===== src/rtl/mmio_responder.sv =====
// mmio_responder: data-bus responder with a word RAM, LED/switch I/O and a compare-match timer.
// Optional build define MMIO_ALIGN_CHECK_EN: misaligned accesses read 0, drop writes and flag STATUS.misalign.
module mmio_responder #(
  parameter int RAM_WORDS    = 64,
  parameter int PRESCALE_DIV = 4
) (
  input  logic        clk,
  input  logic        reset,
  input  logic        memwrite,
  input  logic [31:0] dataadr,
  input  logic [31:0] writedata,
  output logic [31:0] readdata,
  input  logic [15:0] switches,
  output logic [15:0] leds,
  output logic        irq
);
  localparam int AW = $clog2(RAM_WORDS);
  localparam int PW = (PRESCALE_DIV > 1) ? $clog2(PRESCALE_DIV) : 1;
  localparam logic [PW-1:0] PRE_LAST = PW'(PRESCALE_DIV - 1);

  typedef enum logic [1:0] {IDLE = 2'd0, RUN = 2'd1, HOLD = 2'd2} tstate_t;

  tstate_t        state_r;
  logic [PW-1:0]  pre_r;
  logic [31:0]    count_r, cmp_r;
  logic           en_r, auto_r, irq_en_r, match_r;
  logic [15:0]    led_r, sw_meta_r, sw_sync_r;
  logic [31:0]    ram_r [RAM_WORDS];
  logic [31:0]    rdata_s;

  logic [AW-1:0]  ram_idx_s;
  logic [5:0]     reg_sel_s;
  logic           ram_hit_s, io_page_s, aligned_s, wr_ok_s, wr_io_s;
  logic           cnt_wr_s, stat_wr_s, tick_s, hit_s, misalign_s;

  assign ram_idx_s = dataadr[AW+1:2];
  assign reg_sel_s = dataadr[7:2];
  assign ram_hit_s = (dataadr[31:AW+2] == {(30-AW){1'b0}});
  assign io_page_s = (dataadr[31:8] == 24'hFF_FFFF);

`ifdef MMIO_ALIGN_CHECK_EN
  logic misalign_r;
  assign aligned_s  = (dataadr[1:0] == 2'b00);
  assign misalign_s = misalign_r;

  // Sticky misalign flag; a misaligned write can never also be a STATUS write.
  always_ff @(posedge clk) begin
    if (!reset) begin
      misalign_r <= 1'b0;
    end else if (memwrite && !aligned_s) begin
      misalign_r <= 1'b1;
    end else if (stat_wr_s && writedata[1]) begin
      misalign_r <= 1'b0;
    end
  end
`else
  logic unused_s;
  assign aligned_s  = 1'b1;
  assign misalign_s = 1'b0;
  assign unused_s   = ^dataadr[1:0];
`endif

  assign wr_ok_s   = memwrite & reset & aligned_s;
  assign wr_io_s   = wr_ok_s & io_page_s;
  assign cnt_wr_s  = wr_io_s & (reg_sel_s == 6'd2);
  assign stat_wr_s = wr_io_s & (reg_sel_s == 6'd5);
  assign tick_s    = (state_r == RUN) & en_r & (pre_r == PRE_LAST);
  assign hit_s     = tick_s & ~cnt_wr_s & (count_r == cmp_r);

  // Word RAM: synchronous write, contents survive reset.
  always_ff @(posedge clk) begin
    if (wr_ok_s && ram_hit_s) begin
      ram_r[ram_idx_s] <= writedata;
    end
  end

  // Two-flop synchroniser for the asynchronous switch inputs.
  always_ff @(posedge clk) begin
    sw_meta_r <= switches;
    sw_sync_r <= sw_meta_r;
  end

  // Core-writable LED, compare and control registers.
  always_ff @(posedge clk) begin
    if (!reset) begin
      led_r    <= 16'd0;
      cmp_r    <= 32'hFFFF_FFFF;
      en_r     <= 1'b0;
      auto_r   <= 1'b0;
      irq_en_r <= 1'b0;
    end else begin
      if (wr_io_s && reg_sel_s == 6'd0) led_r <= writedata[15:0];
      if (wr_io_s && reg_sel_s == 6'd3) cmp_r <= writedata;
      if (wr_io_s && reg_sel_s == 6'd4) begin
        en_r     <= writedata[0];
        auto_r   <= writedata[1];
        irq_en_r <= writedata[2];
      end
    end
  end

  // Timer FSM with prescaler, COUNT and the match flag; a core COUNT write overrides the tick.
  always_ff @(posedge clk) begin
    if (!reset) begin
      state_r <= IDLE;
      pre_r   <= {PW{1'b0}};
      count_r <= 32'd0;
      match_r <= 1'b0;
    end else begin
      case (state_r)
        IDLE: begin
          if (en_r) begin
            state_r <= RUN;
            pre_r   <= {PW{1'b0}};
          end
        end
        RUN: begin
          if (!en_r) begin
            state_r <= IDLE;
          end else if (pre_r != PRE_LAST) begin
            pre_r <= pre_r + PW'(1);
          end else begin
            pre_r <= {PW{1'b0}};
            if (hit_s) begin
              if (auto_r) count_r <= 32'd0;
              else        state_r <= HOLD;
            end else if (!cnt_wr_s) begin
              count_r <= count_r + 32'd1;
            end
          end
        end
        HOLD: begin
          if (!en_r) state_r <= IDLE;
        end
        default: state_r <= IDLE;
      endcase
      if (cnt_wr_s) begin
        count_r <= writedata;
        pre_r   <= {PW{1'b0}};
      end
      if (hit_s) begin
        match_r <= 1'b1;
      end else if (stat_wr_s && writedata[0]) begin
        match_r <= 1'b0;
      end
    end
  end

  // Combinational read mux; everything reads 0 in reset or on a rejected access.
  always_comb begin
    rdata_s = 32'd0;
    if (!reset || !aligned_s) begin
      rdata_s = 32'd0;
    end else if (ram_hit_s) begin
      rdata_s = ram_r[ram_idx_s];
    end else if (io_page_s) begin
      case (reg_sel_s)
        6'd0:    rdata_s = {16'd0, led_r};
        6'd1:    rdata_s = {16'd0, sw_sync_r};
        6'd2:    rdata_s = count_r;
        6'd3:    rdata_s = cmp_r;
        6'd4:    rdata_s = {29'd0, irq_en_r, auto_r, en_r};
        6'd5:    rdata_s = {30'd0, misalign_s, match_r};
        default: rdata_s = 32'd0;
      endcase
    end else begin
      rdata_s = 32'd0;
    end
  end

  assign readdata = rdata_s;
  assign leds     = led_r;
  assign irq      = reset & match_r & irq_en_r;
endmodule


===== config.mk =====
export PLATFORM = sky130hd
export DESIGN_NAME = mmio_responder
export DESIGN_NICKNAME = d
export VERILOG_FILES = /design/src/rtl/mmio_responder.sv
export SDC_FILE = /design/constraint.sdc
export NUM_CORES = 2
export LEC_CHECK = 0
export ABC_CLOCK_PERIOD_IN_PS = 5280
export CORE_MARGIN = 2
export CORE_UTILIZATION = 55
export DETAILED_ROUTE_END_ITERATION = 8
export GPL_ROUTABILITY_DRIVEN = 0
export HOLD_SLACK_MARGIN = 0.08
export PLACE_DENSITY = 0.77
export SYNTH_ARGS = -nofsm -noshare
export SYNTH_HDL_FRONTEND = slang
export SYNTH_SLANG_ARGS = --single-unit

===== constraint.sdc =====
create_clock -name clk -period 5.28 [get_ports clk]
set_input_delay 0.792 -clock clk [delete_from_list [all_inputs] [get_ports clk]]
set_output_delay 0.792 -clock clk [all_outputs]
set_load 0.02 [all_outputs]

======== Yosys cells after proc, flatten, opt, wreduce, memory -nomap -nowiden ========
Memories as Yosys holds them, arrays and structs flattened.
Index checks and enable logic that the tools add are counted.
cells by class
  add/subtract/negate cells ............... 2
  equality and inequality tests ........... 19
  mux-type cells .......................... 25
  bitwise logic cells ..................... 12
  reduce and logical (&&, ||, !) cells .... 16
operator list
  operator                                              number
  two-way mux 32 bit                                    9
  one-hot mux 32 bit (6 select lines)                   1
  adder 32 x 1 -> 32 bit (second input constant)        1
  equality test 32 bit                                  1
  equality test 24 bit (second input constant)          1
  logical NOT 24 bit                                    1
  two-way mux 2 bit                                     9
  equality test 6 x 2 -> 1 bit (second input constant)  2
  equality test 6 x 3 -> 1 bit (second input constant)  2
  != test 3 bit (second input constant)                 4
  AND 1 bit                                             10
  != test 2 bit (second input constant)                 5
  nonzero test 2 bit                                    4
  equality test 6 x 1 -> 1 bit (second input constant)  1
  logical NOT 6 bit                                     1
  one-hot mux 2 bit (3 select lines)                    1
  logical AND 1 bit                                     5
  AND reduction 5 bit                                   1
  equality test 2 bit (second input constant)           2
  two-way mux 1 bit                                     4
  one-hot mux 2 bit (2 select lines)                    1
  AND reduction 4 bit                                   1
  AND reduction 3 bit                                   1
  adder 2 x 1 -> 2 bit (second input constant)          1
  4 further kinds                                       5
word-level totals
  register bits after elaboration ......... 120
  RAM bits ................................ 2048
  input bits .............................. 83
  output and inout port bits .............. 49
  memories ................................ 1
memories
  name   depth  bits a word  rd ports  clocked after memory_dff  write ports  RTL line  RTL
  ram_r  64     32           1         0                         1            28        logic [31:0] ram_r [RAM_WORDS];

======== Logic depth before layout (Yosys ltp) ========
  depth in word-level cells ............... 11
  gate-level depth with buffers ........... 11
  depth with buffers taken out ............ 8

======== Worst setup path after synthesis ========
No wires, ideal clock.
  path type ............................... input to register
  start point ............................. input dataadr[3]
  end point ............................... memory ram_r[1][0] (enable)
  library setup time ...................... 0.502 ns
  arrival ................................. 5.072 ns
  slack ................................... -0.293 ns
  stages .................................. 7
  buffers on the path ..................... 6
  cell sequence ........................... buf_4 > buf_4 > buf_2 > buf_4 > buf_2 > buf_4 > nor4_1
RTL lines
  item             RTL line  RTL
  start, declared  10        input logic [31:0] dataadr,
  end, declared    28
Straight into the memory's write port.

======== Worst setup path after layout ========
  start point ............................. input dataadr[20]
  end point ............................... output readdata[21]
on the way
  word-level cells in the longest chain between the ends .. 4
ends and longest elaborated chain
  item                  RTL line  RTL
  equality test 24 bit  39        assign io_page_s = (dataadr[31:8] == 24'hFF_FFFF);
  two-way mux 32 bit    156       end else if (io_page_s) begin
  two-way mux 32 bit *  154       end else if (ram_hit_s) begin
  two-way mux 32 bit *  152       if (!reset || !aligned_s) begin
  end, declared         12        output logic [31:0] readdata,
Mark *: on every way between the ends. The rest lies on a longest branch, timed or not.

==> run_results.csv <==
group,metric,value,unit
power_and_ir_drop,power_density,358.0,mW/mm^2
setup_path,critPathMaxFanout,11,
final_layout,final_cell_count_no_fill,6696,
clocking,clock_sinks,2168,
floorplan,ios,132,
sta,slew_headroom,0.05271,
sta,finalCriticalPeriod,5072,ps
final_layout,nNetsFinal,4587,
route,antenna_left,0,
route,drc,0,
synthesis,postSynth.asyncResetShare,0,
final_layout,layout_common_cells,"2048 x edfxtp_1, 545 x mux4_2, 272 x nand2_1",
clocking,hold_buffers,0,
placed_design,port_buffers,129,
setup_path,path_class,"in -> out",
global_route,grt_pass1_wl,323000,um
clocking,cts-root-buf,"clkbuf_16",
clocking,clock_path_buffers,3,
clocking,post_cts_buffers,0,
route,drt-initial-drc-count,7298,
synthesis,synthCells,4181,
global_route,grt_max_degree,69,
sta,clock.fmax,197.2,MHz
synthesis,synth_edf_count,2048,
setup_path,cp-end-kind,"output pin",
synthesis,yosysSeqAreaShare,0.7556,
status,status,"complete, no violations",
sta,worstMarginPinSlew,1406,ps
floorplan,coreArea,0.1523,sq mm
clocking,clkTransAtPathRegs,60,ps
final_layout,layout_commonest_cell,"edfxtp_1",
placed_design,hpwlAfterDp,130900,um
final_layout,syn2layout_area_growth,13.70,%
sta,clock-skew-final,13.50,ps
setup_path,cp-start-kind,"input pin",
final_layout,drive_gt1_frac,0.2582,
placed_design,placed_cells,6331,
floorplan,die_y,396.1,um
route,post_drt_wl_per_cell,33.70,um
global_route,grt_use_total,0.2890,
route,wirelength,225700,um
synthesis,netlist_top_cells_area,"edfxtp_1 73%, mux4_2 15%, dfxtp_1 2.8%",
floorplan,die_w,396.1,um
synthesis,synthFlopType,"edfxtp_1",
clocking,cts_tree,"yes",
route,via_per_inst,6.794,
synthesis,synth.largest_area_cell,"edfxtp_1",
sta,setup_viol,0,
route,vias,45500,
synthesis,synthDistinctLibCells,71,
final_layout,multi_input_area,0.01972,sq mm
setup_path,arrival,4280,ps
global_route,grt_overflow,0,
synthesis,synth_fp_nets,4266,
power_and_ir_drop,leakage,30.13,nW
clocking,cts_max_level,4,
synthesis,ys.warnings.count,0,
floorplan,die_area,0.1569,sq mm
floorplan,fp-row-count,143,
clocking,cts_resized,0,
min_path,hold_class,"reg -> reg",
synthesis,netlist_area,0.08456,sq mm
clocking,clk_latency,830,ps
floorplan,start_util,0.5554,
setup_path,cp.required,4490,ps
global_route,antenna_found_initial,16,
synthesis,synth_top_area_frac,0.7272,
sta,hold_viol,0,
sta,rsz0062_at_grt,"false",
sta,drv_slew,0,
synthesis,synth.ff_latch_count,2168,
route,drtPass1Iterations,6,
final_layout,register_area,0.06390,sq mm
final_layout,fill_cells,9801,
synthesis,synth.avg_cell_area,20.23,sq um
global_route,grt_pass1_vias,45200,
job,maxCapViolations,0,
clocking,cts_buffers,199,
sta,fin_crit_sh,0.9605,
sta,final.setup.tns,0,ps
power_and_ir_drop,ir_worst_vdd,0.3253,mV
-- worst max-delay path, cell delays in order --
cell,delay (ps)
clkdlybuf4s50_1,420
nor4_1,340
nand4_1,410
nor2_2,400
nand2_1,110
buf_4,240
nor4_1,840
o211ai_1,160
o21ai_0,300
buf_4,250
-- layer usage --
layer	part of all wire	routed length [um]	track usage
met2	0.48	108000	0.4574
met5	0.00043	98	0
met3	0.13	28300	0.07287
met4	0.044	9828	0.1140
met1	0.35	79410	0.3900
-- synth_stat cells (all sizes together) (34+ instances only) --
library cell / instances
edfxtp: 2048
a22oi: 47
a21oi: 94
xor2: 34
and2: 39
clkbuf: 92
nand2: 272
nor2: 170
nand3: 94
dfxtp: 120
mux2i: 82
o21ai: 43
buf: 152
nor3: 49
mux4: 545
a211oi: 56
-- registers in the layout, summed over array words and instances (netlist names) --
name	count
count_r	32
auto_r	1
sw_sync_r	16
leds	16
cmp_r	32
match_r	1
pre_r	2
en_r	1
irq_en_r	1
ram_r	2048
state_r	2
sw_meta_r	16
-- layout make-up --
class | instances | share of cell area
Inverter | 19 | 0.0008198
Clock buffer | 253 | 0.05474
Tap cell | 2030 | 0.02642
Antenna cell | 3 | 0.00007808
Sequential cell | 2168 | 0.6646
Clock inverter | 109 | 0.01049
Multi-Input combinational cell | 1750 | 0.2051
Timing Repair Buffer | 364 | 0.03779
-- through the flow --
step                      utilization  setup slack [ps]  instance area, sq um  total power, W  hold WS, ps
after floorplan                     -             754.5                 84570         0.02002        309.6
after global placement         0.5902             141.8                 89860         0.02069        312.3
after detailed placement       0.5902             262.2                 89860         0.02072        315.0
after CTS                      0.6314             181.0                 96140         0.03449        331.2
after global routing           0.6315             45.31                 96150         0.03520        334.1
final                          0.6315             208.5                 96150         0.03442        328.4
-- final timing paths --
path | cells after the start | from | end | slack (ps)
max | 10 | dataadr[20] | readdata[21] | 210
min | 0 | sw_meta_r[13] | sw_sync_r[13] | 330
max reg2reg | 7 | count_r[22] | count_r[12] | 2210
min reg2reg | 0 | sw_meta_r[13] | sw_sync_r[13] | 330
-- where the power goes --
part	leakage [nW]	internal [W]	switching [W]
combinational	7.70	0.000593	0.000983
clock	3.05	0.00780	0.00623
sequential	19.4	0.0188	0.0000121
total	30.1	0.0272	0.00723
-- logic make-up after synthesis --
logic type               Yosys count  synth area share
AO/OA/AOI/OAI                    358           0.02804
XOR/XNOR                          36          0.003729
adder cells (fa/ha/maj)            2         0.0002959
buffers and inverters            263           0.01740
flip-flops                      2168            0.7556
multiplexers                     633            0.1557
AND/OR/NAND/NOR                  721           0.03924
No activity file was read; power rests on OpenSTA's default activity.
